**src/rtl/y_demux_pkg.sv**
```systemverilog
// Shared constants and types for the 1-to-2 stream demultiplexer.
package y_demux_pkg;

    localparam int unsigned DEPTH = 2;
    localparam int unsigned CNT_W = 8;

    typedef logic [CNT_W-1:0] cnt_t;

endpackage

```
**src/rtl/y_fifo2.sv**
```systemverilog
// Two-entry FIFO with a one-hot-free EMPTY/ONE/TWO state machine and 1-bit pointers.
// Push is ignored when full and pop is ignored when empty.
module y_fifo2
    import y_demux_pkg::*;
#(
    parameter int unsigned W = 2
) (
    input  logic         clk,
    input  logic         rst_n,
    input  logic         push,
    input  logic         pop,
    input  logic [W-1:0] wdata,
    output logic [W-1:0] rdata,
    output logic         full,
    output logic         empty
);

    typedef enum logic [1:0] {
        EMPTY = 2'd0,
        ONE   = 2'd1,
        TWO   = 2'd2
    } state_t;

    state_t       state;
    logic         wptr;
    logic         rptr;
    logic [W-1:0] mem [DEPTH];
    logic         do_push;
    logic         do_pop;

    // Qualify requests against the current occupancy.
    always_comb begin
        do_push = push && (state != TWO);
        do_pop  = pop  && (state != EMPTY);
    end

    // Occupancy state, pointers and storage; storage is cleared so rdata is never X.
    always_ff @(posedge clk or negedge rst_n) begin
        if (!rst_n) begin
            state <= EMPTY;
            wptr  <= 1'b0;
            rptr  <= 1'b0;
            mem   <= '{default: '0};
        end else begin
            if (do_push) begin
                mem[wptr] <= wdata;
                wptr      <= ~wptr;
            end
            if (do_pop) begin
                rptr <= ~rptr;
            end
            case (state)
                EMPTY: if (do_push) state <= ONE;
                ONE: begin
                    if (do_push && !do_pop)      state <= TWO;
                    else if (!do_push && do_pop) state <= EMPTY;
                end
                TWO:     if (do_pop) state <= ONE;
                default: state <= EMPTY;
            endcase
        end
    end

    // Head entry and occupancy flags straight from registered state.
    always_comb begin
        rdata = mem[rptr];
        full  = (state == TWO);
        empty = (state == EMPTY);
    end

endmodule

```
**src/rtl/y_demux2_stream.sv**
```systemverilog
// Registered 1-to-2 stream demultiplexer: in_sel steers each word into one of
// two independent 2-entry output buffers.
// Optional macro Y_DEMUX_CNT_EN adds per-output accepted-word counters cnt0/cnt1.
module y_demux2_stream
    import y_demux_pkg::*;
#(
    parameter int unsigned W = 2
) (
    input  logic         clk,
    input  logic         rst_n,
    input  logic         in_valid,
    output logic         in_ready,
    input  logic [W-1:0] in_data,
    input  logic         in_sel,
    output logic         out0_valid,
    input  logic         out0_ready,
    output logic [W-1:0] out0_data,
    output logic         out1_valid,
    input  logic         out1_ready,
    output logic [W-1:0] out1_data
`ifdef Y_DEMUX_CNT_EN
    ,
    output cnt_t         cnt0,
    output cnt_t         cnt1
`endif
);

    logic full0, full1;
    logic empty0, empty1;
    logic push0, push1;
    logic pop0, pop1;

    // Readiness depends only on the selected buffer's registered fullness.
    always_comb begin
        in_ready   = in_sel ? !full1 : !full0;
        push0      = in_valid && in_ready && !in_sel;
        push1      = in_valid && in_ready && in_sel;
        out0_valid = !empty0;
        out1_valid = !empty1;
        pop0       = out0_valid && out0_ready;
        pop1       = out1_valid && out1_ready;
    end

    y_fifo2 #(.W(W)) u_fifo0 (
        .clk   (clk),
        .rst_n (rst_n),
        .push  (push0),
        .pop   (pop0),
        .wdata (in_data),
        .rdata (out0_data),
        .full  (full0),
        .empty (empty0)
    );

    y_fifo2 #(.W(W)) u_fifo1 (
        .clk   (clk),
        .rst_n (rst_n),
        .push  (push1),
        .pop   (pop1),
        .wdata (in_data),
        .rdata (out1_data),
        .full  (full1),
        .empty (empty1)
    );

`ifdef Y_DEMUX_CNT_EN
    // Count words accepted for each output; wraps naturally at 255.
    always_ff @(posedge clk or negedge rst_n) begin
        if (!rst_n) begin
            cnt0 <= '0;
            cnt1 <= '0;
        end else begin
            if (push0) cnt0 <= cnt0 + 1'b1;
            if (push1) cnt1 <= cnt1 + 1'b1;
        end
    end
`endif

endmodule

```
**config.mk**
```make
export PLATFORM = sky130hd
export DESIGN_NAME = y_demux2_stream
export DESIGN_NICKNAME = d
export VERILOG_FILES = /design/src/rtl/y_demux_pkg.sv /design/src/rtl/y_fifo2.sv /design/src/rtl/y_demux2_stream.sv
export SDC_FILE = /design/constraint.sdc
export NUM_CORES = 1
export LEC_CHECK = 0
export CORE_MARGIN = 10
export CORE_UTILIZATION = 45
export CTS_CLUSTER_SIZE = 40
export DETAILED_ROUTE_END_ITERATION = 10
export PLACE_DENSITY = 0.73
export SYNTH_ARGS = -nofsm -noshare
export SYNTH_HDL_FRONTEND = slang
export SYNTH_SLANG_ARGS = --single-unit
```
**constraint.sdc**
```tcl
create_clock -name clk -period 1.4 [get_ports clk]
set_input_delay 0.21 -clock clk [delete_from_list [all_inputs] [get_ports clk]]
set_output_delay 0.21 -clock clk [all_outputs]
set_load 0.01 [all_outputs]
```
Word level (Yosys, flattened, before mapping)
Index checks and enable logic that the tools add are counted.
- divide/modulo/power cells: 0
- equality and inequality tests: 12
- magnitude comparators: 6
- reductions and logical operators: 30
- bitwise logic cells: 8
- shifts and indexed selects: 0
- mux-type cells: 23
- multipliers: 0
- $add $sub $neg: 0
- operator list (operator ; number):
    $mux W2 ; 16
    $logic_and A1 B1 Y1 ; 15
    $pmux W2 S3 ; 2
    $logic_not A1 Y1 ; 9
    $bwmux W4 ; 2
    $ge A2 B2 Y1 const B ; 4
    $ne A2 B1 Y1 const B ; 4
    $not A1 Y2 ; 4
    $ne A3 B1 Y1 const B ; 2
    $reduce_and A3 Y1 ; 2
    $demux W2 S1 ; 2
    $eq A2 B1 Y1 const B ; 2
    $eq A2 B2 Y1 const B ; 2
    $logic_not A2 Y1 ; 2
    $lt A2 B1 Y1 const B ; 2
    $ne A2 B2 Y1 const B ; 2
    $not A1 Y1 ; 4
    $reduce_bool A2 Y1 ; 2
    $mux W1 ; 1
- memories: 0
- bits in registers: 16
- bits in latches: 0
- memory bits (writable): 0
- memory bits (read-only): 0

Depth between registers and ports, before layout
- word-level depth: 11
- depth in mapped cells: 5
- mapped depth without buffers: 5

Hierarchy
A second synthesis with hierarchy kept.
- cell total of the unflattened synthesis: 65
- area, all modules: 822.0 um^2
- modules (own cells, without submodules) (module ; area each (um^2) ; cells each ; times used):
    y_fifo2 (u_fifo1) ; 392.9 ; 29 ; 1
    y_fifo2 (u_fifo0) ; 382.9 ; 29 ; 1
    y_demux2_stream ; 46.3 ; 7 ; 1

Worst setup path after synthesis
Ideal clock, no wire load.
- path type: register to register
- from: register u_fifo0.state[1]
- to: register u_fifo0.state[1]
- clock period less this slack: 1.403 ns
- arrival time: 1.320 ns
- setup time: 0.083 ns
- data required time: 1.317 ns
- slack: -0.003 ns
- path buffers: 0
- cell stages (with the launch flop): 6
- cells stage by stage: dfrtp_1 > or2_2 > nand2_1 > ha_1 > nand4bb_1 > o21ai_0
- elaborated cells on any way between the ends: 23
- classes of those cells: eq/ne (6); mux (3); reduce/logical (14)
- RTL lines (item ; line ; source):
    start: declaration ; y_fifo2.sv:24 ; state_t state;
    start signal: assignment ; y_fifo2.sv:40 ; state <= EMPTY;
    start signal: assignment ; y_fifo2.sv:53 ; EMPTY: if (do_push) state <= ONE;
    start signal: assignment ; y_fifo2.sv:55 ; if (do_push && !do_pop) state <= TWO;
    $logic_not A2 Y1 (*) ; y_fifo2.sv:68 ; empty = (state == EMPTY);
    $logic_not A1 Y1 (*) ; y_demux2_stream.sv:38 ; out0_valid = !empty0;
    named net out0_valid ; y_demux2_stream.sv:15 ; output logic out0_valid,
    $logic_and A1 B1 Y1 (*) ; y_demux2_stream.sv:40 ; pop0 = out0_valid && out0_ready;
    $logic_and A1 B1 Y1 (*) ; y_fifo2.sv:34 ; do_pop = pop && (state != EMPTY);
    $logic_not A1 Y1 ; y_fifo2.sv:55 ;
    $logic_and A1 B1 Y1 ; y_fifo2.sv:55 ;
    $ne A3 B1 Y1 (no source line) or $mux W2 (tied branches) ; -- ;
    $reduce_and A3 Y1 (no source line) or $pmux W2 S3 (tied branches) ; -- ;
The timed path passes the listed nets; every way through them passes the cells marked *.
A chain may end at the register's enable or synchronous reset.

Final worst setup path
- from: register u_fifo0.rptr
- to: output port out0_data[0]
- longest elaborated chain between the ends: 4
- RTL lines (item ; line ; source):
    start: declaration ; y_fifo2.sv:26 ; logic rptr;
    start signal: assignment ; y_fifo2.sv:50 ; rptr <= ~rptr;
    $not A1 Y2 (not written as such) ; y_fifo2.sv:66 ; rdata = mem[rptr];
    $mux W2 (not written as such) (3 in a row) ; y_fifo2.sv:66 ;
    end: declaration ; y_demux2_stream.sv:17 ; output logic [W-1:0] out0_data,
No other way between the ends. The select of a mux whose other input is x is not followed.

==> results.yml <==
sta:
  slew_violations: 0
  fin_hold_ws_ns: 0.243
  timing.fmax_mhz: 697
  tns_ns: -0.121
  hold_violations: 0
  setup_viol: 4
  fin_skew_ns: 0.00598
  maxSlewHeadroom: 0.860
  tightest_slew_ns: 0.210
  setup_slack_ns: -0.0351
  fin_crit_sh: 1.03
  fin_crit_ns: 1.44
  rsz0062_at_grt: "yes"
power_and_ir_drop:
  p_leak_nw: 0.587
  p_sw_frac: 0.296
  p_int_mw: 1.73
  peakVddDrop_mv: 1.25
  power_density_mw_per_mm2: 1910
  clkPwrFrac: 0.123
  p_sw_mw: 0.729
  p_comb_frac: 0.543
  seqPwrFrac: 0.335
clock_tree:
  clk_pin_slew_worst_paths_ns: 0.10
  insertion_delay_ns: 0.28
  cts-root-buf: "clkbuf_4"
  cts.sinks: 16
  cts_max_path_buffers: 2
  htreeDepth: 1
  cts_tree: "built"
  numCtsBuffers: 3
  hold_buffers: 0
synthesis:
  ys_seq_elements: 16
  yosysWarnings: 0
  synth_edf_count: 0
  synth_seq_area_share: 0.486
  postSynthAreaPerCell_um2: 14.0
  synth.largest_area_cell: "dfrtp_1"
  synth_area_leaders: "dfrtp_1 (49%), mux2_4 (7.3%), mux2_2 (6.8%)"
  netlist_area_um2: 823
  synth_fp_nets: 69
  synth_common_cells: "dfrtp_1 (16), mux2_2 (5), mux2_1 (4), mux2_4 (4), nand3b_1 (3)"
  synth_top_area_share: 0.486
  synthFlopType: "dfrtp_1"
  yosysMostFrequentCell: "dfrtp_1"
  yosysUniqueCellTypes: 25
  synth_cells: 59
  ys_async_sr_fraction: 1.00
drt:
  wl_per_cell_um: 14.2
  route.detailed.drc: 0
  via_per_inst: 5.00
  drt-total-wl_um: 1790
  vias: 630
  drt_iter0_drc: 7
  dr.pass1.iters: 3
  ant_nets: 0
final_layout:
  nets: 112
  fin_cells: 126
  register_area_um2: 400
  final_util: 0.746
  nFillCells: 117
  multiInputGateArea_um2: 483
  drive_above_1_share: 0.584
  syn_to_final_growth_pct: 56.5
  num_antenna_cells: 0
critical_path:
  critPathKind: "register to output pin"
  path_cells: "buf_6 -> mux2_2 -> buf_6"
  critPathSlowestCell: "dfrtp_1"
  start_kind: "register"
  crit_top_cell: "buf_6"
  endpoint_kind: "output pin"
  r2r-start: "u_fifo1.state[0]$_DFFE_PN0P_"
  cp.required_ns: 1.19
  cpPeakStageDelay_ns: 0.39
  startpoint: "u_fifo0.rptr$_DFFE_PN0P_"
  cp_max_fo: 2
  critPathArrivalTime_ns: 1.23
placed_design:
  routabilityCongestion: 0.758
  dp.cells: 115
  place.port_buffers: 14
  detailed_place_hpwl_um: 1330
job:
  cap_viol_max_count: 0
global_routing:
  grt_max_degree: 17
  grt_pass1_wl_um: 3280
  gr-total-overflow: 0
  grt_pass1_vias: 706
  track_usage: 0.102
  antenna_found_initial: 0
outcome:
  violations: "setup timing"
  outcome: "finished with violations"
die:
  coreArea_mm2: 0.00173
  start_util: 0.477
  fp-row-count: 15
  fp.dieArea_mm2: 0.00394
  die_h_um: 62.8
  pin_count: 15
  die_width_um: 62.8
hold_path:
  hold_class: "primary input to asynchronous set/reset pin"
placed cells by master, fill, tap and decap left out, types with 2 or more instances in the layout:
master / count
buf_4: 20
buf_6: 10
or2_4: 2
mux2_1: 4
dfrtp_1: 16
mux2_4: 7
mux2_2: 2
nand3b_1: 3
xor2_1: 2
nand2_4: 2
nand2b_4: 2
clkbuf_4: 3
xnor2_1: 2
ha_4: 2
o21ai_1: 3
clkdlybuf4s50_1: 7
per-layer routing:
| metal | vias to the layer above | wire, um | GRT usage |
|---|---|---|---|
| met5 | - | 0 | 0 |
| met1 | 307 | 849 | 0.121 |
| met3 | 2 | 81 | 0.0358 |
| met4 | 0 | 16 | 0.0559 |
| li1 | 309 | - | - |
| met2 | 12 | 846 | 0.158 |
metrics by stage:
stage,power (mW),worst slack [ns],area [um^2]
floorplan,1.37,0.00608,826
global placement,1.85,-0.308,1120
detailed placement,1.90,-0.336,1120
CTS,2.40,-0.0495,1250
global route,2.63,-0.0864,1290
finish,2.46,-0.0351,1290
path summary, 6_finish.rpt:
path | end | slack, ns | cells after the start
max in group asynchronous | u_fifo1.wptr$_DFFE_PN0P_ | 0.97 | 2
max | out0_data[0] | -0.04 | 3
min in group clk | u_fifo0.wptr$_DFFE_PN0P_ | 0.50 | 1
min reg2reg | u_fifo0.wptr$_DFFE_PN0P_ | 0.50 | 1
max reg2reg | u_fifo1.state[1]$_DFFE_PN0P_ | 0 | 6
min | u_fifo1.mem[0]$_DFFE_PN0P_ | 0.24 | 2
registers in the layout, indices dropped and copies added (netlist names):
signal / count
u_fifo0.rptr: 1
u_fifo1.wptr: 1
u_fifo1.state: 2
u_fifo0.wptr: 1
u_fifo0.mem: 4
u_fifo0.state: 2
u_fifo1.rptr: 1
u_fifo1.mem: 4
worst max-delay path, delay by kind of cell (launching register included):
| kind | cells | cell delay (ns) |
|---|---|---|
| buf+inv | 2 | 0.23 |
| mux | 1 | 0.33 |
| flops | 1 | 0.39 |
area by class of cell:
type / instances / area share
timing repair buffer: 38 / 0.262
tap: 25 / 0.0243
clock buffer: 4 / 0.0282
sequential: 16 / 0.311
multi-input combinational: 43 / 0.375
cell families (layout without fill, tap and decap cells):
kind of cell,after synthesis,in the layout,share of synthesized area
xor gates and xnor gates,4,4,0.0426
AOI/OAI and AO/OA,6,6,0.0380
and+or+nand+nor,18,18,0.207
muxes,13,13,0.196
buffers and inverters,0,42,0
adders and majority gates,2,2,0.0304
DFF,16,16,0.486
repair_timing:
item	CTS	global route
cloned	0	0
pin swaps	6	3
resized for setup	44	6
buffers inserted	5	2
setup endpoints to repair	10	9
power groups by stage:
stage,Clock (mW),Combinational [mW],Sequential (mW)
3_3_place_gp,0,1.04,0.815
2_1_floorplan,0,0.564,0.807
6_report,0.302,1.34,0.824
4_1_cts,0.318,1.27,0.811
3_5_place_dp,0,1.07,0.832
5_1_grt,0.331,1.45,0.851
No activity file was read; power rests on OpenSTA's default activity.
==> RTL change: new RTL, same flow settings <==
`W` is set to 2 in 2 places; all go to 3.
--- a/src/rtl/y_fifo2.sv
+++ b/src/rtl/y_fifo2.sv
@@ -3,7 +3,7 @@
 module y_fifo2
     import y_demux_pkg::*;
 #(
-    parameter int unsigned W = 2
+    parameter int unsigned W = 3
 ) (
     input  logic         clk,
     input  logic         rst_n,
--- a/src/rtl/y_demux2_stream.sv
+++ b/src/rtl/y_demux2_stream.sv
@@ -4,7 +4,7 @@
 module y_demux2_stream
     import y_demux_pkg::*;
 #(
-    parameter int unsigned W = 2
+    parameter int unsigned W = 3
 ) (
     input  logic         clk,
     input  logic         rst_n,
Ports: changed (resized in_data, out0_data and out1_data); port bits go from 15 to 18. No check against the original RTL was run, so the function may have changed too.
==> RTL change against the unedited design <==
- the flow still finishes with violations (setup timing)
- area after synthesis is 20% higher
- setup slack got worse by 0.081 ns
- sequential cell count grew 4
- clock skew up 0.0050 ns
- highest routed layer unchanged
- routed wire length up 49%
- utilization is 5.7 points higher
- power is 33% higher
- critical endpoint is now out1_data[0]
- cell area is 26% higher
==> RTL change: results <==
[clock_tree]
clk_latency_ns = 0.30
post-cts-setup-buffers = 10
cts_resized = 53
clkSlewWorstSetupHoldPaths_ns = 0.12

[outcome]
violations = "setup timing"
outcome = "finished with violations"

[finish]
drive_gt1_share_pct = 65.3
reg.largest.list = "u_fifo0.mem: 6 flops, u_fifo1.mem: 6 flops"

[pwr]
powerComb_mw = 1.86
seq_power_share_pct = 33.1
p_leak_nw = 0.754
vdd_drop_max_mv = 1.35

[logic_synthesis]
ys_top_cells_by_area = "dfrtp_1 51%, mux2_1 10%, mux2_2 8.0%, mux2_4 4.6%, ha_1 2.5%"
avgSynthCellArea_um2 = 13.9
synth_fa_ha_area_share_pct = 2.53
yosysSeqAreaShare_pct = 50.6
synth-xor-area-share_pct = 3.54

[sta]
setup_viol = 18
fin_ws_ns = -0.117
worst_clock_skew_ns = 0.0110

[route]
met2_length_mm = 1.42
vias = 773
firstDrtPassIters = 4
drt_first_iter_violations = 26
totalWireLength_mm = 2.66

[global_route]
grt_pass1_wl_mm = 4.03
grt_util_met3_pct = 2.51
grt.total_usage_pct = 11.3
met2_usage_pct = 19.0
grt_max_degree = 21
grt_pass1_vias = 856

[setup_path]
cp.arrival_ns = 1.31
crit_path_max_fanout = 3
regToRegSetupSlack_ns = -0.04

[placement]
gp_congestion = 0.810
dpl-instance-area_mm2 = 0.00133
## RTL change: changes by cell type after synthesis, sizes merged, moves of 2 or more
cell,delta
and4bb,-2
dfrtp,+4
mux2,+6
nand2,+2
nor4b,+2
## RTL change: final cells by class
| type | instances | area (um2) |
|---|---|---|
| well taps | 27 | 33.8 |
| repair buffers | 47 | 433 |
| fillers | 115 | 398 |
| multi-input cells | 50 | 617 |
| clock buffers | 4 | 36.3 |
| flip-flops and latches | 20 | 504 |
## RTL change: through the flow
step	util, %	hold slack [ns]	setup TNS, ns	setup slack [ns]
3_5_place_dp	65.7	0.474	-4.58	-0.309
3_3_place_gp	65.7	0.466	-4.32	-0.313
2_1_floorplan	-	-0.0856	0	0.00661
4_1_cts	73.1	0.239	-0.579	-0.104
6_report	80.3	0.244	-0.746	-0.117
5_1_grt	80.3	0.240	-1.52	-0.158
## RTL change: critical path: stages (launching register included)
cell     delay [ns]
dfrtp_2        0.47
buf_6          0.13
mux2_4         0.29
buf_6          0.12
